[config.mk]
export PLATFORM = sky130hd
export DESIGN_NAME = fetch_flat
export DESIGN_NICKNAME = d
export VERILOG_FILES = /design/src/rtl/fetch_pkg.sv /design/src/rtl/fetch_if.sv /design/src/rtl/cla_16b.sv /design/src/rtl/fetch_if_id_reg.sv /design/src/rtl/fetch.sv /design/src/flat_wrapper.sv
export SDC_FILE = /design/constraint.sdc
export NUM_CORES = 1
export LEC_CHECK = 0
export ABC_AREA = 1
export CAP_MARGIN = 20
export CORE_MARGIN = 10
export CORE_UTILIZATION = 37
export CTS_CLUSTER_SIZE = 10
export DETAILED_ROUTE_END_ITERATION = 10
export HOLD_SLACK_MARGIN = 0.05
export PLACE_DENSITY = 0.73
export SETUP_SLACK_MARGIN = 0.1
export SLEW_MARGIN = 20
export SYNTH_ARGS = -nofsm -noshare
export SYNTH_HDL_FRONTEND = slang
export SYNTH_SLANG_ARGS = --single-unit
export TNS_END_PERCENT = 100
[constraint.sdc]
create_clock -name clk -period 1.3 [get_ports clk]
set_clock_uncertainty 0.2 [all_clocks]
set_input_delay 0.26 -clock clk [delete_from_list [all_inputs] [get_ports clk]]
set_output_delay 0.26 -clock clk [all_outputs]
set_load 0.005 [all_outputs]
[src/rtl/fetch_pkg.sv]
// rtl/fetch_pkg.sv - shared encodings, opcode slice and state type for the fetch stage
package fetch_pkg;

  localparam logic [15:0] NOP_ENC  = 16'h0800;
  localparam logic [15:0] HALT_ENC = 16'h0000;
  localparam int          OPC_MSB  = 15;
  localparam int          OPC_LSB  = 11;

  typedef enum logic {
    ST_RUN    = 1'b0,
    ST_HALTED = 1'b1
  } fetch_state_t;

  function automatic logic [4:0] opcode_of(input logic [15:0] instr);
    return instr[OPC_MSB:OPC_LSB];
  endfunction

endpackage

[src/rtl/fetch_if.sv]
// rtl/fetch_if.sv - instruction memory port between fetch and imem
interface fetch_if;

  logic [15:0] imem_addr;
  logic        imem_en;
  logic [15:0] imem_rdata;
  logic        imem_err;

  modport master (output imem_addr, output imem_en, input imem_rdata, input imem_err);
  modport slave  (input imem_addr, input imem_en, output imem_rdata, output imem_err);

endinterface

[src/rtl/cla_16b.sv]
// rtl/cla_16b.sv - 16-bit carry-lookahead adder built from 4-bit lookahead groups
module cla_16b (
  input  logic [15:0] a,
  input  logic [15:0] b,
  input  logic        c_in,
  output logic [15:0] sum
);

  logic [15:0] w_g;
  logic [15:0] w_p;
  logic [15:0] w_c;

  assign w_g = a & b;
  assign w_p = a ^ b;

  // group carries first (ripple across groups), then carries inside each group
  always_comb begin
    w_c    = '0;
    w_c[0] = c_in;
    for (int k = 0; k < 3; k++) begin
      w_c[4*k+4] = w_g[4*k+3]
                 | (w_p[4*k+3] & w_g[4*k+2])
                 | (w_p[4*k+3] & w_p[4*k+2] & w_g[4*k+1])
                 | (w_p[4*k+3] & w_p[4*k+2] & w_p[4*k+1] & w_g[4*k])
                 | (w_p[4*k+3] & w_p[4*k+2] & w_p[4*k+1] & w_p[4*k] & w_c[4*k]);
    end
    for (int k = 0; k < 4; k++) begin
      w_c[4*k+1] = w_g[4*k] | (w_p[4*k] & w_c[4*k]);
      w_c[4*k+2] = w_g[4*k+1] | (w_p[4*k+1] & w_g[4*k])
                 | (w_p[4*k+1] & w_p[4*k] & w_c[4*k]);
      w_c[4*k+3] = w_g[4*k+2] | (w_p[4*k+2] & w_g[4*k+1])
                 | (w_p[4*k+2] & w_p[4*k+1] & w_g[4*k])
                 | (w_p[4*k+2] & w_p[4*k+1] & w_p[4*k] & w_c[4*k]);
    end
  end

  assign sum = w_p ^ w_c;

endmodule

[src/rtl/fetch_if_id_reg.sv]
// rtl/fetch_if_id_reg.sv - IF/ID pipeline register with load, flush and bubble on reset
module if_id_reg
  import fetch_pkg::*;
#(
  parameter logic [15:0] NOP_INSTR = NOP_ENC
) (
  input  logic        clk,
  input  logic        rst,
  input  logic        load,
  input  logic        flush,
  input  logic [15:0] instr,
  input  logic [15:0] pc2,
  output logic [15:0] instruction_ID,
  output logic [15:0] PC_2_ID,
  output logic        valid_ID
);

  logic [15:0] r_instr;
  logic [15:0] r_pc2;
  logic        r_valid;

  // flush wins over load so a wrong-path word never reaches decode
  always_ff @(posedge clk) begin
    if (rst || flush) begin
      r_instr <= NOP_INSTR;
      r_pc2   <= 16'h0000;
      r_valid <= 1'b0;
    end else if (load) begin
      r_instr <= instr;
      r_pc2   <= pc2;
      r_valid <= 1'b1;
    end
  end

  assign instruction_ID = r_instr;
  assign PC_2_ID        = r_pc2;
  assign valid_ID       = r_valid;

endmodule

[src/rtl/fetch.sv]
// rtl/fetch.sv - instruction fetch stage owning the PC and feeding IF/ID
module fetch
  import fetch_pkg::*;
#(
  parameter logic [15:0] RESET_PC  = 16'h0000,
  parameter logic [15:0] NOP_INSTR = NOP_ENC
) (
  input  logic        clk,
  input  logic        rst,
  fetch_if.master     imem,
  input  logic        stall,
  input  logic        redirect,
  input  logic [15:0] redirect_pc,
  input  logic        halt,
  output logic [15:0] instruction_ID,
  output logic [15:0] PC_2_ID,
  output logic        valid_ID,
  output logic        halted,
  output logic        err
);

  fetch_state_t r_state;
  fetch_state_t w_next_state;
  logic [15:0]  r_pc;
  logic         r_err;
  logic [15:0]  w_pc_plus2;
  logic         w_take_redirect;
  logic         w_take_normal;
  logic         w_imem_en;
  logic         w_halted;

  cla_16b u_pc_add (
    .a    (r_pc),
    .b    (16'h0002),
    .c_in (1'b0),
    .sum  (w_pc_plus2)
  );

  // state register
  always_ff @(posedge clk) begin
    if (rst) r_state <= ST_RUN;
    else     r_state <= w_next_state;
  end

  // next state: a redirect means the halt came from the wrong path
  always_comb begin
    w_next_state = r_state;
    if (r_state == ST_RUN && halt && !redirect) w_next_state = ST_HALTED;
  end

  // outputs and per-edge action decode (redirect > halt > stall > normal)
  always_comb begin
    w_take_redirect = 1'b0;
    w_take_normal   = 1'b0;
    w_imem_en       = 1'b0;
    w_halted        = 1'b0;
    if (r_state == ST_RUN) begin
      w_take_redirect = redirect;
      w_take_normal   = !redirect && !halt && !stall;
      w_imem_en       = !rst;
    end else begin
      w_halted        = 1'b1;
    end
  end

  // PC: redirect target is forced to a halfword boundary
  always_ff @(posedge clk) begin
    if (rst)                  r_pc <= RESET_PC;
    else if (w_take_redirect) r_pc <= {redirect_pc[15:1], 1'b0};
    else if (w_take_normal)   r_pc <= w_pc_plus2;
  end

  // sticky error: misaligned redirect target or imem fault on a consumed fetch
  always_ff @(posedge clk) begin
    if (rst)                                   r_err <= 1'b0;
    else if (w_take_redirect && redirect_pc[0]) r_err <= 1'b1;
    else if (w_take_normal && imem.imem_err)    r_err <= 1'b1;
  end

  if_id_reg #(.NOP_INSTR(NOP_INSTR)) u_if_id (
    .clk            (clk),
    .rst            (rst),
    .load           (w_take_normal),
    .flush          (w_take_redirect),
    .instr          (imem.imem_rdata),
    .pc2            (w_pc_plus2),
    .instruction_ID (instruction_ID),
    .PC_2_ID        (PC_2_ID),
    .valid_ID       (valid_ID)
  );

  assign imem.imem_addr = r_pc;
  assign imem.imem_en   = w_imem_en;
  assign halted         = w_halted;
  assign err            = r_err;

endmodule

[src/flat_wrapper.sv]
// flat-port wrapper written by rule: the top's interface ports become plain ports
module fetch_flat import fetch_pkg::*;
#(
  parameter logic [15:0] RESET_PC  = 16'h0000,
  parameter logic [15:0] NOP_INSTR = NOP_ENC
)
  (clk, rst, stall, redirect, redirect_pc, halt, instruction_ID, PC_2_ID, valid_ID, halted, err, imem_imem_addr, imem_imem_en, imem_imem_rdata, imem_imem_err);
  fetch_if imem_i ();
  input  logic clk;
  input  logic rst;
  input  logic stall;
  input  logic redirect;
  input  logic [15:0] redirect_pc;
  input  logic halt;
  output logic [15:0] instruction_ID;
  output logic [15:0] PC_2_ID;
  output logic valid_ID;
  output logic halted;
  output logic err;
  output wire logic [$bits(imem_i.imem_addr)-1:0] imem_imem_addr;
  output wire logic [$bits(imem_i.imem_en)-1:0] imem_imem_en;
  input wire logic [$bits(imem_i.imem_rdata)-1:0] imem_imem_rdata;
  input wire logic [$bits(imem_i.imem_err)-1:0] imem_imem_err;
  assign imem_imem_addr = imem_i.imem_addr;
  assign imem_imem_en = imem_i.imem_en;
  assign imem_i.imem_rdata = imem_imem_rdata;
  assign imem_i.imem_err = imem_imem_err;
  fetch #(.RESET_PC(RESET_PC), .NOP_INSTR(NOP_INSTR)) u_core (.clk(clk), .rst(rst), .imem(imem_i), .stall(stall), .redirect(redirect), .redirect_pc(redirect_pc), .halt(halt), .instruction_ID(instruction_ID), .PC_2_ID(PC_2_ID), .valid_ID(valid_ID), .halted(halted), .err(err));
endmodule
==> reports/results.ini, run 1 <==
[outcome]
status = finished with violations
violations = negative setup slack

[timing]
finalSetupViolCount = 50
hold_viol_final = 0
finalCriticalPeriod_ps = 1540
finalMaxSlewViolations = 0
fin_ws_ps = -241
rsz0062_at_grt = true
finalCritPeriodShare_pct = 119
fin_setup_tns_ps = -8280
fmax_ghz = 0.649

[worst_setup_path]
crit_fanout = 5
end_kind = register
crit_path_top_delay_cell = dfxtp_2
max_stage_delay_ps = 350
worstReg2RegEnd = u_core.imem.imem_addr[15]
cp_top_family = simple AND/OR/NAND/NOR gates
crit_end = u_core.imem.imem_addr[15]
r2r_cells = 8
reg2reg_from = u_core.imem.imem_addr[2]
path_depth = 8
crit_path_start = u_core.imem.imem_addr[2]
cp_data_arrival_time_ps = 1590
cp.required_ps = 1350
crit_buf_inv = 2
worst-setup-path-type = reg -> reg
start_kind = register
crit_chain = buf_6 -> nand3_4 -> nor2_4 -> buf_6 -> nand4_1 -> nand2_2 -> nand2_2 -> nand2_1
reg2reg_slack_ps = -240

[placement]
placed_area_um2 = 3100
gp_congestion = 0.850
hpwlAfterDp_um = 4640
dpl.cell_count = 428
port_buffers = 87

[detailed_routing]
vias = 2322
firstDrtPassIters = 5
postRouteAntennaNets = 0
wirelength_um = 8080
wire_per_inst_um = 17.0
viasPerCell = 4.89
drc = 0
drt_iter0_drc = 63

[pwr]
vdd_drop_max_mv = 0.536
power_density_nw_per_um2 = 837
p_total_uw = 3360
p_leak_uw = 0.00190

[floorplan]
die_x_um = 93.3
dieArea_um2 = 8710
num_rows = 26
start_util_pct = 38.5
coreArea_um2 = 5170
pin_count = 90
die_y_um = 93.3

[clock_network]
clk_pin_slew_ps = 100
clk_latency_ps = 310
cts.htree.levels = 2
cts_tree = built
cts-buffers-inserted = 5
cts_root_buf = clkbuf_8
clock_path_buffers = 2
cts_hold_buf = 0
clkSinkCount = 49

[yosys]
synthesis.instances = 258
synth.distinct_cells = 29
synth.avg_cell_area_um2 = 7.71
synth_seq_area_share_pct = 49.3
ys_warn_count = 0
netlist_area_um2 = 1990
ys_seq_elements = 49

[job]
cap_violations = 0

[final_layout]
design_area_um2 = 4010
final_nets = 443
antenna_cells = 0
drive_gt1_share_pct = 59.0
final_cells = 475
area_delta_synth_final_pct = 102

[global_route]
grt_pass1_vias = 2401
grt_max_degree = 16
grt_remaining_overflow = 0
grt_pass1_wl_um = 11600
grt_usage_pct = 16.5
antenna_found_initial = 0

[worst_hold_path]
holdCritPathClass = in -> reg

layout make-up:
| type | instances | area [µm²] |
|---|---|---|
| clock inverter | 2 | 13.8 |
| inverter | 25 | 121 |
| timing repair inverter | 3 | 31.3 |
| clock buffer | 6 | 82.6 |
| fill | 326 | 1160 |
| sequential | 49 | 1050 |
| tap | 70 | 87.6 |
| multi-input combinational | 177 | 1130 |
| timing repair buffer | 143 | 1490 |
cells by family (layout without fill, tap and decap cells):
kind of cell,count (synthesis),in the layout,synth area share [%]
and+or+nand+nor,139,140,30.4
DFF,49,49,49.3
buffers and inverters,34,179,7.92
AOI/OAI and AO/OA,33,33,11.1
adders and majority gates,1,1,0.629
other,1,2,0.188
xor gates and xnor gates,1,1,0.440
where the power goes:
group	leakage, µW	switching, µW	total [µW]	internal (µW)
Combinational	0.00142	345	783	439
Clock	0.0000512	530	963	432
Sequential	0.000421	48.3	1610	1560
Total	0.00190	923	3360	2430
worst reg2reg max path, cell delays in order (launching register included):
cell and delay [ps]:
dfxtp_2 350, buf_6 110, nand3_4 130, nor2_4 250
buf_6 130, nand4_1 100, nand2_2 110, nand2_2 60
nand2_1 60
flip-flops by register name (all words and copies together) (netlist names):
register	count
u_core.err	1
u_core.r_state	1
u_core.imem.imem_addr	15
u_core.u_if_id.valid_ID	1
u_core.u_if_id.instruction_ID	16
u_core.u_if_id.PC_2_ID	15
synth_stat cells (all sizes together):
| cell | n | area share, % |
|---|---|---|
| a22o | 13 | 5.7 |
| clkbuf | 1 | 0.19 |
| nand3b | 1 | 0.38 |
| nand4 | 2 | 0.63 |
| nand2 | 105 | 21 |
| conb | 1 | 0.19 |
| nand3 | 17 | 4.3 |
| o22a | 1 | 0.44 |
| a31oi | 2 | 0.63 |
| buf | 8 | 2.8 |
| dfxtp | 49 | 49 |
| inv | 25 | 5.0 |
| or2 | 1 | 0.31 |
| nor2 | 13 | 3.8 |
| xor2 | 1 | 0.44 |
| o21ai | 14 | 3.5 |
| ha | 1 | 0.63 |
| a21oi | 3 | 0.75 |
cell usage in the layout, fill, tap and decap left out, types with 3 or more instances in the layout:
cell,instances
clkbuf_8,6
buf_4,27
nor2_4,8
nor2_1,3
nand3_2,13
inv_1,18
nand2_4,4
a22o_1,13
buf_2,7
nand2_2,26
o21ai_2,4
dfxtp_2,46
dfxtp_4,3
inv_4,6
dlygate4sd2_1,4
nand2_1,73
buf_12,5
a21oi_2,3
clkdlybuf4s50_1,33
o21ai_1,9
buf_6,65
layer usage:
metal	track usage, %	up-vias	share of wire [%]
met1	17.2	1102	37
met3	7.35	15	7.9
met2	28.8	84	53
met5	0	-	0
li1	-	1121	-
met4	5.27	0	1.7
timing repair:
action | in CTS | in global routing
cloned | 6 | 1
gates resized for setup | 354 | 61
setup endpoints to repair | 99 | 99
buffers inserted | 22 | 11
pin swaps | 19 | 18
how the worst min path moves through the flow:
stage                                    startpoint                   endpoint  depth (start not counted)
final                                          halt             u_core.r_state                          3
after global routing                           halt             u_core.r_state                          3
after CTS                                      halt             u_core.r_state                          3
after detailed placement  u_core.u_if_id.PC_2_ID[4]  u_core.u_if_id.PC_2_ID[4]                          2
after global placement    u_core.u_if_id.PC_2_ID[3]  u_core.u_if_id.PC_2_ID[3]                          2
after floorplan                                 rst   u_core.imem.imem_addr[1]                          1
stage by stage:
step / hold WS [ps] / utilization [%] / setup WS, ps
2_1_floorplan: 122 / - / -83.1
3_3_place_gp: 232 / 59.9 / -452
3_5_place_dp: 235 / 59.9 / -507
4_1_cts: 148 / 71.8 / -207
5_1_grt: 206 / 77.6 / -309
6_report: 188 / 77.6 / -241
(Power assumes the default switching activity.)
==> run 2, diff against run 1 <==
- GPL_TIMING_DRIVEN: unset -> 0
==> run 2 against run 1 <==
  * The run still ends with negative setup slack left
  * Total power shrank 4.1%
  * Non-clock buffer count shrank 11
  * First-iteration DRC count grew 68%
  * Via count shrank 7.1%
  * Critical path type unchanged
==> reports/results.ini, run 2 (same netlist as run 1, synthesis figures left out) <==
[global_route]
grt_pass1_vias = 2209  ; was 2401
use_met3_pct = 6.16  ; was 7.35%
grt_remaining_overflow = 0  ; unchanged
grt-busiest-layer = met2  ; unchanged
grt_usage_pct = 15.1  ; was 16.5%
antenna_found_initial = 0  ; unchanged
grt_pass1_wl_um = 10700  ; was 11600 µm
grt_max_degree = 15  ; was 16
gr-usage-met2_pct = 26.6  ; was 28.8%
grtUsageMet1_pct = 16.2  ; was 17.2%

[final_layout]
largest_reg_flops = 16  ; unchanged
final_nets = 429  ; was 443
area_delta_synth_final_pct = 86.4  ; was 102%
drive_gt1_share_pct = 54.9  ; was 59.0%
antenna_cells = 0  ; unchanged
layout_commonest_cell = nand2_1  ; unchanged
layout_common_cells = nand2_1, buf_6, dfxtp_2  ; unchanged
num-fill-cells = 415  ; was 326

[worst_setup_path]
cp_data_arrival_time_ps = 1580  ; was 1590 ps
start_kind = register  ; unchanged
cp.required_ps = 1300  ; was 1350 ps
reg2reg_slack_ps = -280  ; was -240 ps
crit_chain = buf_6 -> nor2_4 -> inv_2 -> nand2_4 -> inv_2 -> nand2_4 -> clkinv_8 -> clkbuf_16 -> a22o_1  ; was buf_6 -> nand3_4 -> nor2_4 -> buf_6 -> nand4_1 -> nand2_2 -> nand2_2 -> nand2_1
crit_buf_inv = 5  ; was 2
cp_top_family = buffers and inverters  ; was simple AND/OR/NAND/NOR gates
worst-setup-path-type = reg -> reg  ; unchanged
max_stage_delay_ps = 370  ; was 350 ps
end_kind = register  ; unchanged
crit_fanout = 6  ; was 5
crit_path_top_delay_cell = dfxtp_4  ; was dfxtp_2

[clock_network]
cts_tree = built  ; unchanged
clock_path_buffers = 2  ; unchanged
clkSinkCount = 49  ; unchanged
clk_latency_ps = 300  ; was 310 ps
cts.htree.levels = 2  ; unchanged
clk_pin_slew_ps = 90  ; was 100 ps
cts_root_buf = clkbuf_8  ; unchanged
cts-buffers-inserted = 5  ; unchanged
cts_hold_buf = 0  ; unchanged

[worst_hold_path]
holdCritPathClass = in -> reg  ; unchanged

[pwr]
comb_power_share_pct = 21.3  ; was 23.3%
power.switching_uw = 842  ; was 923 µW
p_total_uw = 3220  ; was 3360 µW
vdd_drop_max_mv = 0.557  ; was 0.536 mV
power_density_nw_per_um2 = 868  ; was 837 nW/µm²
clockPowerShare_pct = 28.9  ; was 28.7%
seqPwrFrac_pct = 49.9  ; was 48.0%
swShare_pct = 26.2  ; was 27.5%
internal_power_uw = 2380  ; was 2430 µW
p_leak_uw = 0.00179  ; was 0.00190 µW

[job]
cap_violations = 0  ; unchanged

[timing]
hold_viol_final = 0  ; unchanged
fin_ws_ps = -277  ; was -241 ps
finalCritPeriodShare_pct = 121  ; was 119%
fmax_ghz = 0.634  ; was 0.649 GHz
rsz0062_at_grt = true  ; unchanged
finalMaxSlewViolations = 0  ; unchanged
fin_hold_ws_ps = 97.5  ; was 188 ps
finalSetupViolCount = 51  ; was 50
finalCriticalPeriod_ps = 1580  ; was 1540 ps

[detailed_routing]
wirelength_um = 7030  ; was 8080 µm
drc = 0  ; unchanged
firstDrtPassIters = 4  ; was 5
drt_iter0_drc = 106  ; was 63
vias = 2156  ; was 2322
wire_per_inst_um = 15.3  ; was 17.0 µm
postRouteAntennaNets = 0  ; unchanged
viasPerCell = 4.69  ; was 4.89

[placement]
hpwlAfterDp_um = 4520  ; was 4640 µm
port_buffers = 87  ; unchanged
gp_congestion = 0.816  ; was 0.850

[floorplan]
coreArea_um2 = 5170  ; unchanged
die_x_um = 93.3  ; unchanged
die_y_um = 93.3  ; unchanged
start_util_pct = 38.5  ; unchanged
pin_count = 90  ; unchanged
dieArea_um2 = 8710  ; unchanged
num_rows = 26  ; unchanged

[outcome]
status = finished with violations  ; unchanged
violations = negative setup slack  ; unchanged

-- run 2: changes by cell type in the layout (fill, tap and decap cells not counted), moves of 4 or more --
cell	change
buf_4	-5
inv_4	-4
nand2_2	-8
buf_2	+6
o21ai_0	+4
buf_6	-13
inv_2	+5
nand2_1	+8
buf_12	-4
-- run 2: metrics by stage --
| step | TNS [ps] | util, % | instance area, µm² | setup WS, ps | instances |
|---|---|---|---|---|---|
| 2_1_floorplan | -1080 | - | 2020 | -83.1 | 259 |
| 3_3_place_gp | -32730 | 57.7 | 2980 | -802 | 416 |
| 3_5_place_dp | -35120 | 57.7 | 2980 | -856 | 416 |
| 4_1_cts | -7540 | 65.1 | 3370 | -233 | 448 |
| 5_1_grt | -12850 | 71.7 | 3710 | -360 | 460 |
| 6_report | -9860 | 71.7 | 3710 | -277 | 460 |
-- run 2: what timing repair did --
action                                 4_1_cts  5_1_grt
gates cloned                                 3        1
endpoints found under the hold margin        0        0
setup buffers                               23       11
setup endpoints to repair                   99       99
gates resized for setup                    306       76
pin swaps                                   14       20
-- run 2: final timing paths --
check                       startpoint                                 to  cells after the start
max                     u_core.r_state  u_core.u_if_id.instruction_ID[15]                      9
min                                rst           u_core.imem.imem_addr[1]                      2
max reg2reg             u_core.r_state  u_core.u_if_id.instruction_ID[15]                      9
min reg2reg  u_core.u_if_id.PC_2_ID[5]          u_core.u_if_id.PC_2_ID[5]                      2
-- run 2: area by class of cell --
cell class | count | area (µm²) | area share [%]
clock inverter | 1 | 7.51 | 0.202
buffer | 9 | 118 | 3.17
sequential | 49 | 1050 | 28.4
multi-input combinational | 177 | 1060 | 28.6
clock buffer | 6 | 82.6 | 2.23
tap | 70 | 87.6 | 2.36
timing repair buffer | 123 | 1190 | 32.1
inverter | 25 | 111 | 3.00
-- run 2: per-layer routing --
metal	part of all wire (%)	routed length [µm]
met3	8.2	574
met2	51	3580
met5	0	0
met1	40	2780
met4	1.3	92
-- run 2: power by group through the flow --
| stage | Clock [µW] | Combinational (µW) | Sequential (µW) |
|---|---|---|---|
| floorplan | 0 | 190 | 1640 |
| global placement | 0 | 471 | 1640 |
| detailed placement | 0 | 478 | 1640 |
| CTS | 949 | 583 | 1600 |
| global route | 1020 | 742 | 1610 |
| finish | 929 | 685 | 1610 |
